===== src/rtl/id_pipe_stage_pkg.sv =====
// Shared core constants for the decode stage.
// Contents:
//   - RV32 base opcode constants
//   - CTRL_WIDTH and the bit layout of the control bundle
//   - ctrl_decode(): instruction -> control bundle
//   - imm_decode():  instruction -> sign-extended 32-bit immediate
package id_pipe_stage_pkg;

    // Default width of the control bundle carried down the pipe.
    localparam int unsigned CTRL_WIDTH = 16;

    // RV32 major opcodes (instr[6:0]).
    localparam logic [6:0] OPC_LUI      = 7'b0110111;
    localparam logic [6:0] OPC_AUIPC    = 7'b0010111;
    localparam logic [6:0] OPC_JAL      = 7'b1101111;
    localparam logic [6:0] OPC_JALR     = 7'b1100111;
    localparam logic [6:0] OPC_BRANCH   = 7'b1100011;
    localparam logic [6:0] OPC_LOAD     = 7'b0000011;
    localparam logic [6:0] OPC_STORE    = 7'b0100011;
    localparam logic [6:0] OPC_OP_IMM   = 7'b0010011;
    localparam logic [6:0] OPC_OP       = 7'b0110011;
    localparam logic [6:0] OPC_MISC_MEM = 7'b0001111;
    localparam logic [6:0] OPC_SYSTEM   = 7'b1110011;

    // Control bundle bit layout.
    localparam int unsigned CTRL_REG_WRITE   = 0;
    localparam int unsigned CTRL_MEM_READ    = 1;
    localparam int unsigned CTRL_MEM_WRITE   = 2;
    localparam int unsigned CTRL_BRANCH      = 3;
    localparam int unsigned CTRL_JUMP        = 4;
    localparam int unsigned CTRL_ALU_SRC_IMM = 5;
    localparam int unsigned CTRL_ALU_SRC_PC  = 6;
    localparam int unsigned CTRL_USE_RS1     = 7;
    localparam int unsigned CTRL_USE_RS2     = 8;
    localparam int unsigned CTRL_FUNCT3_LSB  = 9;   // 3 bits: [11:9]
    localparam int unsigned CTRL_ALT_OP      = 12;  // SUB / SRA select
    localparam int unsigned CTRL_ILLEGAL_OP  = 13;
    localparam int unsigned CTRL_SYSTEM      = 14;
    localparam int unsigned CTRL_FENCE       = 15;

    typedef enum logic [2:0] {
        ImmNone,
        ImmI,
        ImmS,
        ImmB,
        ImmU,
        ImmJ
    } imm_sel_e;

    function automatic logic [CTRL_WIDTH-1:0] ctrl_decode(input logic [31:0] instr);
        logic [CTRL_WIDTH-1:0] c;
        c = '0;
        c[CTRL_FUNCT3_LSB +: 3] = instr[14:12];
        case (instr[6:0])
            OPC_LUI: begin
                c[CTRL_REG_WRITE]   = 1'b1;
                c[CTRL_ALU_SRC_IMM] = 1'b1;
            end
            OPC_AUIPC: begin
                c[CTRL_REG_WRITE]   = 1'b1;
                c[CTRL_ALU_SRC_IMM] = 1'b1;
                c[CTRL_ALU_SRC_PC]  = 1'b1;
            end
            OPC_JAL: begin
                c[CTRL_REG_WRITE]  = 1'b1;
                c[CTRL_JUMP]       = 1'b1;
                c[CTRL_ALU_SRC_PC] = 1'b1;
            end
            OPC_JALR: begin
                c[CTRL_REG_WRITE]   = 1'b1;
                c[CTRL_JUMP]        = 1'b1;
                c[CTRL_USE_RS1]     = 1'b1;
                c[CTRL_ALU_SRC_IMM] = 1'b1;
            end
            OPC_BRANCH: begin
                c[CTRL_BRANCH]  = 1'b1;
                c[CTRL_USE_RS1] = 1'b1;
                c[CTRL_USE_RS2] = 1'b1;
            end
            OPC_LOAD: begin
                c[CTRL_REG_WRITE]   = 1'b1;
                c[CTRL_MEM_READ]    = 1'b1;
                c[CTRL_USE_RS1]     = 1'b1;
                c[CTRL_ALU_SRC_IMM] = 1'b1;
            end
            OPC_STORE: begin
                c[CTRL_MEM_WRITE]   = 1'b1;
                c[CTRL_USE_RS1]     = 1'b1;
                c[CTRL_USE_RS2]     = 1'b1;
                c[CTRL_ALU_SRC_IMM] = 1'b1;
            end
            OPC_OP_IMM: begin
                c[CTRL_REG_WRITE]   = 1'b1;
                c[CTRL_USE_RS1]     = 1'b1;
                c[CTRL_ALU_SRC_IMM] = 1'b1;
                // Only the shift-right-immediate uses instr[30] as a mode bit.
                c[CTRL_ALT_OP]      = (instr[14:12] == 3'b101) && instr[30];
            end
            OPC_OP: begin
                c[CTRL_REG_WRITE] = 1'b1;
                c[CTRL_USE_RS1]   = 1'b1;
                c[CTRL_USE_RS2]   = 1'b1;
                c[CTRL_ALT_OP]    = instr[30];
            end
            OPC_MISC_MEM: c[CTRL_FENCE]      = 1'b1;
            OPC_SYSTEM:   c[CTRL_SYSTEM]     = 1'b1;
            default:      c[CTRL_ILLEGAL_OP] = 1'b1;
        endcase
        return c;
    endfunction

    function automatic imm_sel_e imm_sel(input logic [6:0] opcode);
        imm_sel_e s;
        case (opcode)
            OPC_OP_IMM, OPC_LOAD, OPC_JALR: s = ImmI;
            OPC_STORE:                      s = ImmS;
            OPC_BRANCH:                     s = ImmB;
            OPC_LUI, OPC_AUIPC:             s = ImmU;
            OPC_JAL:                        s = ImmJ;
            default:                        s = ImmNone;
        endcase
        return s;
    endfunction

    function automatic logic [31:0] imm_decode(input logic [31:0] instr);
        logic [31:0] imm;
        case (imm_sel(instr[6:0]))
            ImmI:    imm = {{20{instr[31]}}, instr[31:20]};
            ImmS:    imm = {{20{instr[31]}}, instr[31:25], instr[11:7]};
            ImmB:    imm = {{19{instr[31]}}, instr[31], instr[7], instr[30:25], instr[11:8], 1'b0};
            ImmU:    imm = {instr[31:12], 12'b0};
            ImmJ:    imm = {{11{instr[31]}}, instr[31], instr[19:12], instr[20], instr[30:21],
                            1'b0};
            default: imm = '0;
        endcase
        return imm;
    endfunction

endpackage


===== src/rtl/id_fwd_mux.sv =====
// Two-level operand forwarding mux for one source operand.
// Priority: x0 -> 0, then EX/MEM result, then WB result, then register file.
// Ports:
//   i_src                                   source register address
//   i_rf_data                               register-file read data
//   i_mem_reg_write / i_mem_rd / i_mem_data EX/MEM write-back candidate
//   i_wb_reg_write  / i_wb_rd  / i_wb_data  WB write-back candidate
//   o_data                                  selected operand
module id_fwd_mux
    import id_pipe_stage_pkg::*;
#(
    parameter int unsigned XLEN      = 32,
    parameter int unsigned REG_AW    = 4,
    parameter bit          BYPASS_EN = 1'b1
) (
    input  logic [REG_AW-1:0] i_src,
    input  logic [XLEN-1:0]   i_rf_data,
    input  logic              i_mem_reg_write,
    input  logic [REG_AW-1:0] i_mem_rd,
    input  logic [XLEN-1:0]   i_mem_data,
    input  logic              i_wb_reg_write,
    input  logic [REG_AW-1:0] i_wb_rd,
    input  logic [XLEN-1:0]   i_wb_data,
    output logic [XLEN-1:0]   o_data
);

    logic w_src_zero;
    logic w_mem_hit;
    logic w_wb_hit;

    assign w_src_zero = (i_src == '0);
    assign w_mem_hit  = BYPASS_EN && i_mem_reg_write && (i_mem_rd == i_src) && !w_src_zero;
    assign w_wb_hit   = BYPASS_EN && i_wb_reg_write && (i_wb_rd == i_src) && !w_src_zero;

    always_comb begin
        o_data = i_rf_data;
        if (w_src_zero) begin
            o_data = '0;
        end else if (w_mem_hit) begin
            o_data = i_mem_data;
        end else if (w_wb_hit) begin
            o_data = i_wb_data;
        end
    end

endmodule


===== src/rtl/id_pipe_stage.sv =====
// Instruction-decode pipeline stage with operand forwarding, load-use
// interlock, flush and valid/ready handshakes on both sides.
// Ports:
//   clk, rst                     clock, synchronous active-high reset
//   in_valid/in_ready/in_instr/in_pc   upstream handshake and payload
//   rs1_addr/rs2_addr/rs1_data/rs2_data   register-file read ports
//   mem_*/wb_*                   forwarding sources (EX/MEM, WB)
//   ex_mem_read/ex_rd            load in EX, for load-use detection
//   flush                        kill the stage contents and the current input
//   out_*                        downstream handshake and decoded payload
//   stall_count                  saturating count of load-use stall cycles
module id_pipe_stage
    import id_pipe_stage_pkg::*;
#(
    parameter int unsigned XLEN      = 32,
    parameter int unsigned REG_AW    = 4,
    parameter int unsigned CTRL_W    = CTRL_WIDTH,
    parameter bit          BYPASS_EN = 1'b1
) (
    input  logic              clk,
    input  logic              rst,
    input  logic              in_valid,
    output logic              in_ready,
    input  logic [31:0]       in_instr,
    input  logic [XLEN-1:0]   in_pc,
    output logic [REG_AW-1:0] rs1_addr,
    output logic [REG_AW-1:0] rs2_addr,
    input  logic [XLEN-1:0]   rs1_data,
    input  logic [XLEN-1:0]   rs2_data,
    input  logic              mem_reg_write,
    input  logic [REG_AW-1:0] mem_rd,
    input  logic [XLEN-1:0]   mem_data,
    input  logic              wb_reg_write,
    input  logic [REG_AW-1:0] wb_rd,
    input  logic [XLEN-1:0]   wb_data,
    input  logic              ex_mem_read,
    input  logic [REG_AW-1:0] ex_rd,
    input  logic              flush,
    output logic              out_valid,
    input  logic              out_ready,
    output logic [XLEN-1:0]   out_pc,
    output logic [CTRL_W-1:0] out_ctrl,
    output logic [XLEN-1:0]   out_imm,
    output logic [REG_AW-1:0] out_rd,
    output logic [REG_AW-1:0] out_rs1_addr,
    output logic [REG_AW-1:0] out_rs2_addr,
    output logic [XLEN-1:0]   out_rs1_data,
    output logic [XLEN-1:0]   out_rs2_data,
    output logic              out_illegal,
    output logic [31:0]       stall_count
);

    // Decode
    logic [REG_AW-1:0]     w_rs1;
    logic [REG_AW-1:0]     w_rs2;
    logic [REG_AW-1:0]     w_rd;
    logic                  w_illegal_reg;
    logic [CTRL_WIDTH-1:0] w_ctrl_dec;
    logic [CTRL_W-1:0]     w_ctrl;
    logic [XLEN-1:0]       w_imm;
    logic [XLEN-1:0]       w_rs1_fwd;
    logic [XLEN-1:0]       w_rs2_fwd;

    assign w_rs1 = in_instr[15 +: REG_AW];
    assign w_rs2 = in_instr[20 +: REG_AW];
    assign w_rd  = in_instr[7 +: REG_AW];

    // RV32E has only x0..x15; the top address bit of any field must be clear.
    assign w_illegal_reg = (REG_AW == 4) && (in_instr[19] || in_instr[24] || in_instr[11]);

    assign w_ctrl_dec = ctrl_decode(in_instr);
    assign w_ctrl     = CTRL_W'(w_ctrl_dec);
    assign w_imm      = XLEN'($signed(imm_decode(in_instr)));

    assign rs1_addr = w_rs1;
    assign rs2_addr = w_rs2;

    id_fwd_mux #(
        .XLEN      (XLEN),
        .REG_AW    (REG_AW),
        .BYPASS_EN (BYPASS_EN)
    ) u_fwd_rs1 (
        .i_src           (w_rs1),
        .i_rf_data       (rs1_data),
        .i_mem_reg_write (mem_reg_write),
        .i_mem_rd        (mem_rd),
        .i_mem_data      (mem_data),
        .i_wb_reg_write  (wb_reg_write),
        .i_wb_rd         (wb_rd),
        .i_wb_data       (wb_data),
        .o_data          (w_rs1_fwd)
    );

    id_fwd_mux #(
        .XLEN      (XLEN),
        .REG_AW    (REG_AW),
        .BYPASS_EN (BYPASS_EN)
    ) u_fwd_rs2 (
        .i_src           (w_rs2),
        .i_rf_data       (rs2_data),
        .i_mem_reg_write (mem_reg_write),
        .i_mem_rd        (mem_rd),
        .i_mem_data      (mem_data),
        .i_wb_reg_write  (wb_reg_write),
        .i_wb_rd         (wb_rd),
        .i_wb_data       (wb_data),
        .o_data          (w_rs2_fwd)
    );

    // Handshake / hazard
    logic w_hazard;
    logic w_out_free;

    logic              r_valid;
    logic [XLEN-1:0]   r_pc;
    logic [CTRL_W-1:0] r_ctrl;
    logic [XLEN-1:0]   r_imm;
    logic [REG_AW-1:0] r_rd;
    logic [REG_AW-1:0] r_rs1_addr;
    logic [REG_AW-1:0] r_rs2_addr;
    logic [XLEN-1:0]   r_rs1_data;
    logic [XLEN-1:0]   r_rs2_data;
    logic              r_illegal;
    logic [31:0]       r_stall_count;

    // Load in EX whose result one of our sources needs: it is not forwardable yet.
    assign w_hazard   = in_valid && ex_mem_read && (ex_rd != '0) &&
                        ((ex_rd == w_rs1) || (ex_rd == w_rs2));
    assign w_out_free = !r_valid || out_ready;
    assign in_ready   = !rst && !flush && !w_hazard && w_out_free;

    always_ff @(posedge clk) begin
        if (rst) begin
            r_valid    <= 1'b0;
            r_pc       <= '0;
            r_ctrl     <= '0;
            r_imm      <= '0;
            r_rd       <= '0;
            r_rs1_addr <= '0;
            r_rs2_addr <= '0;
            r_rs1_data <= '0;
            r_rs2_data <= '0;
            r_illegal  <= 1'b0;
        end else if (flush) begin
            r_valid <= 1'b0;
        end else if (!w_out_free) begin
            // Downstream stalled: hold everything, forwarded data included.
            r_valid <= r_valid;
        end else if (w_hazard || !in_valid) begin
            // Bubble: payload fields left as they were.
            r_valid <= 1'b0;
        end else begin
            r_valid    <= 1'b1;
            r_pc       <= in_pc;
            r_ctrl     <= w_ctrl;
            r_imm      <= w_imm;
            r_rd       <= w_rd;
            r_rs1_addr <= w_rs1;
            r_rs2_addr <= w_rs2;
            r_rs1_data <= w_rs1_fwd;
            r_rs2_data <= w_rs2_fwd;
            r_illegal  <= w_illegal_reg;
        end
    end

    always_ff @(posedge clk) begin
        if (rst) begin
            r_stall_count <= '0;
        end else if (w_hazard && !flush && (r_stall_count != 32'hFFFF_FFFF)) begin
            r_stall_count <= r_stall_count + 32'd1;
        end
    end

    assign out_valid    = r_valid;
    assign out_pc       = r_pc;
    assign out_ctrl     = r_ctrl;
    assign out_imm      = r_imm;
    assign out_rd       = r_rd;
    assign out_rs1_addr = r_rs1_addr;
    assign out_rs2_addr = r_rs2_addr;
    assign out_rs1_data = r_rs1_data;
    assign out_rs2_data = r_rs2_data;
    assign out_illegal  = r_illegal;
    assign stall_count  = r_stall_count;

endmodule


===== config.mk =====
export PLATFORM = sky130hd
export DESIGN_NAME = id_pipe_stage
export DESIGN_NICKNAME = d
export VERILOG_FILES = /design/src/rtl/id_pipe_stage_pkg.sv /design/src/rtl/id_fwd_mux.sv /design/src/rtl/id_pipe_stage.sv
export SDC_FILE = /design/constraint.sdc
export NUM_CORES = 1
export LEC_CHECK = 0
export BUFFER_PORTS_ARGS = -buffer_cell sky130_fd_sc_hd__buf_2
export CAP_MARGIN = 10
export CORE_AREA = 2 2 158 160
export DETAILED_ROUTE_END_ITERATION = 10
export DIE_AREA = 0 0 160 162
export PLACE_DENSITY = 0.7
export SLEW_MARGIN = 10
export SYNTH_ARGS = -nofsm -noshare
export SYNTH_HDL_FRONTEND = slang
export SYNTH_HIERARCHICAL = 1
export SYNTH_SLANG_ARGS = --single-unit

===== constraint.sdc =====
create_clock -name clk -period 3.5 [get_ports clk]
set_input_delay 0.525 -clock clk [delete_from_list [all_inputs] [get_ports clk]]
set_output_delay 0.525 -clock clk [all_outputs]
set_load 0.01 [all_outputs]

==> metrics.csv <==
metric,value,unit
outcome,finished clean,
crit_chain,buf_2 -> xor2_1 -> nor4_1 -> o21ai_1 -> and3_1 -> buf_2,
synth_edf_count,0,
skew,0.0184,ns
grt_pass1_vias,10500,
ys.warnings.count,6,
finalHoldViolations,0,
cp_common_cell,buf_2,
synthTopCellsByCount,"nand2_1 (285), dfxtp_1 (190), a21oi_1 (136)",
rsz0062_at_grt,false,
hold_class,in -> reg,
power_frac_seq,0.444,
swShare,0.315,
crit_family,simple AND/OR/NAND/NOR gates,
cts_tree,built,
route.antenna.remaining_nets,0,
via_per_inst,5.76,
h-tree-depth,4,
num_rows,57,
synth_top_cell_area_share,0.382,
fillCellCount,2410,
p_sw,0.00163,W
grt_pass1_wl,59500,microns
slew_viol_final,0,
cp-end-kind,primary output,
p_comb_frac,0.182,
final_nets,1847,
hpwlAfterDp,27100,microns
ys_types,55,
yosysTopAreaCell,dfxtp_1,
crit_slowest_cell,nor4_1,
worstPathRequired,2.97,ns
cts.sinks,190,
numCtsBuffers,17,
crit_fanout,8,
gr-usage-met2,0.492,
gp_congestion,0.931,
period_share,0.713,
path_clk_slew,0.08,ns
clock_latency,0.43,ns
root_buffer,clkbuf_16,
ys_ff_latch,190,
setup_viol,0,
die_area,25900,sq um
final_cell_area,12700,sq um
cts_resized,0,
post-cts-setup-buffer-count,0,
vias,11400,
critPathLaunchType,input port,
grtUsageMet3,0.0677,
fp.dieH,162,microns
critical_path_class,in -> out,
first_iter_violations,1478,
portBuffers,410,
yosysSeqAreaShare,0.382,
cts_hold_buffers,0,
worstPathArrival,1.97,ns
dpl_cell_area,12100,sq um
synth_most_common_cell,nand2_1,
netlist_instances,1311,
first_pass_iters,9,
p_per_area,409,nW/um^2
grt_busiest_layer,met2,
seqCellArea,3800,sq um
fmax,0.401,GHz
ios,411,
fin_tns_setup,0,ns
initial_core_util,0.413,
grt_overflow_total,0,
grtUsageTotal,0.288,
drc,0,
cts_buffer_depth,2,
mappedNetlistArea,9960,sq um
synth.area.top_cells,"dfxtp_1 (38%), nand2_1 (11%), a21oi_1 (6.8%)",
cap_violations,0,
syn_nets,1524,
fp.dieW,160,microns
syn_to_final_growth,27.3,%
antenna_found_initial,2,
path_buf_inv,2,
p_int,0.00356,W
p_leak,5.29,nW
r2r_cells,7,
core-area,24100,sq um
min_period,2.49,ns
met1_usage,0.355,
wirelength,39100,microns
ys_async_sr_fraction,0,
multi_input_area,5550,sq um
synth_flop_cell,dfxtp_1,
worst_pin_slew,0.984,ns
synth_area_per_cell,7.60,sq um
max_stage_delay,0.44,ns
grt_max_degree,83,
worst_ir_drop_vdd,0.261,mV
relSlewSlack,0.342,
p_clk_frac,0.374,
cp.depth,6,
wl_per_cell,19.8,microns
layout-drive-gt1-share,0.298,
hold_depth,3,
## power by group through the flow
stage	logic, W	clock network [W]	registers (W)
6_report	0.000946	0.00194	0.00230
5_1_grt	0.00101	0.00208	0.00232
4_1_cts	0.000930	0.00198	0.00230
3_5_place_dp	0.000928	0	0.00235
3_3_place_gp	0.000923	0	0.00235
2_1_floorplan	0.000474	0	0.00239
## stage by stage
stage	utilization	total power, W	hold WS [ns]	std cells	setup WS [ns]
after CTS	0.526	0.00522	0.297	1971	1.02
after detailed placement	0.502	0.00328	0.441	1939	0.650
after floorplan	-	0.00286	0.476	1311	1.28
after global placement	0.502	0.00327	0.436	1939	0.727
after global routing	0.526	0.00541	0.312	1972	0.856
final	0.526	0.00519	0.319	1972	1.01
## routing by layer
metal | vias up | part of all wire
li1 | 5298 | -
met1 | 5242 | 0.39
met2 | 712 | 0.47
met3 | 105 | 0.098
met4 | 0 | 0.036
met5 | - | 0
## cell families (layout without fill, tap and decap cells)
family | after synthesis | count (layout) | share of synthesized area
multiplexers | 3 | 3 | 0.00339
buffers and inverters | 140 | 476 | 0.0663
other | 0 | 1 | 0
XOR/XNOR | 49 | 49 | 0.0431
AO/OA/AOI/OAI | 373 | 373 | 0.223
AND/OR/NAND/NOR | 555 | 555 | 0.281
flip-flops | 190 | 190 | 0.382
adder cells (fa/ha/maj) | 1 | 1 | 0.00126
## layout make-up
class                           instances  share of cell area
Timing Repair Buffer                  439               0.183
Clock buffer                           18              0.0339
Sequential cell                       190               0.300
Clock inverter                         14              0.0114
Tap cell                              324              0.0320
Antenna cell                            1            0.000197
Multi-Input combinational cell        981               0.437
Inverter                                5             0.00148
## cell usage in the layout, fill, tap and decap left out, types with 5 or more instances in the layout
master and instances:
a22oi_1 20, clkbuf_16 17, dfxtp_1 190, nor2_1 60, nand3_1 21, nand4_1 10, nor4_1 9, buf_4 25
and3_1 7, nand4b_1 64, a221oi_1 5, a31oi_1 65, xor2_1 8, nor2b_1 8, a21oi_1 136, inv_1 5
nor3_1 33, nand2_1 285, xnor2_1 37, inv_6 6, buf_2 409, o31ai_1 65, nand2b_1 26, o21ai_0 66
## sequential cells by signal, indices dropped and copies added, names as in the netlist
signal	flops
out_rs1_addr	4
out_rd	4
out_illegal	1
out_imm	32
out_rs1_data	32
out_rs2_data	32
out_ctrl	16
out_rs2_addr	4
out_valid	1
out_pc	32
stall_count	32
## worst paths after layout
check                  start              to  slack [ns]
max             in_instr[23]        in_ready        1.01
min                in_pc[30]      out_pc[30]        0.32
max reg2reg  stall_count[14]  stall_count[5]        1.09
min reg2reg       out_pc[19]      out_pc[19]        0.45
## worst register-to-register path, cell delays in order (launching register included)
cell	delay (ns)
dfxtp_1	0.43
nand4_1	0.20
or4_4	0.62
nor4_4	0.40
buf_4	0.30
nor3_1	0.09
xnor2_1	0.15
nor2_1	0.06
(Power assumes the default switching activity.)
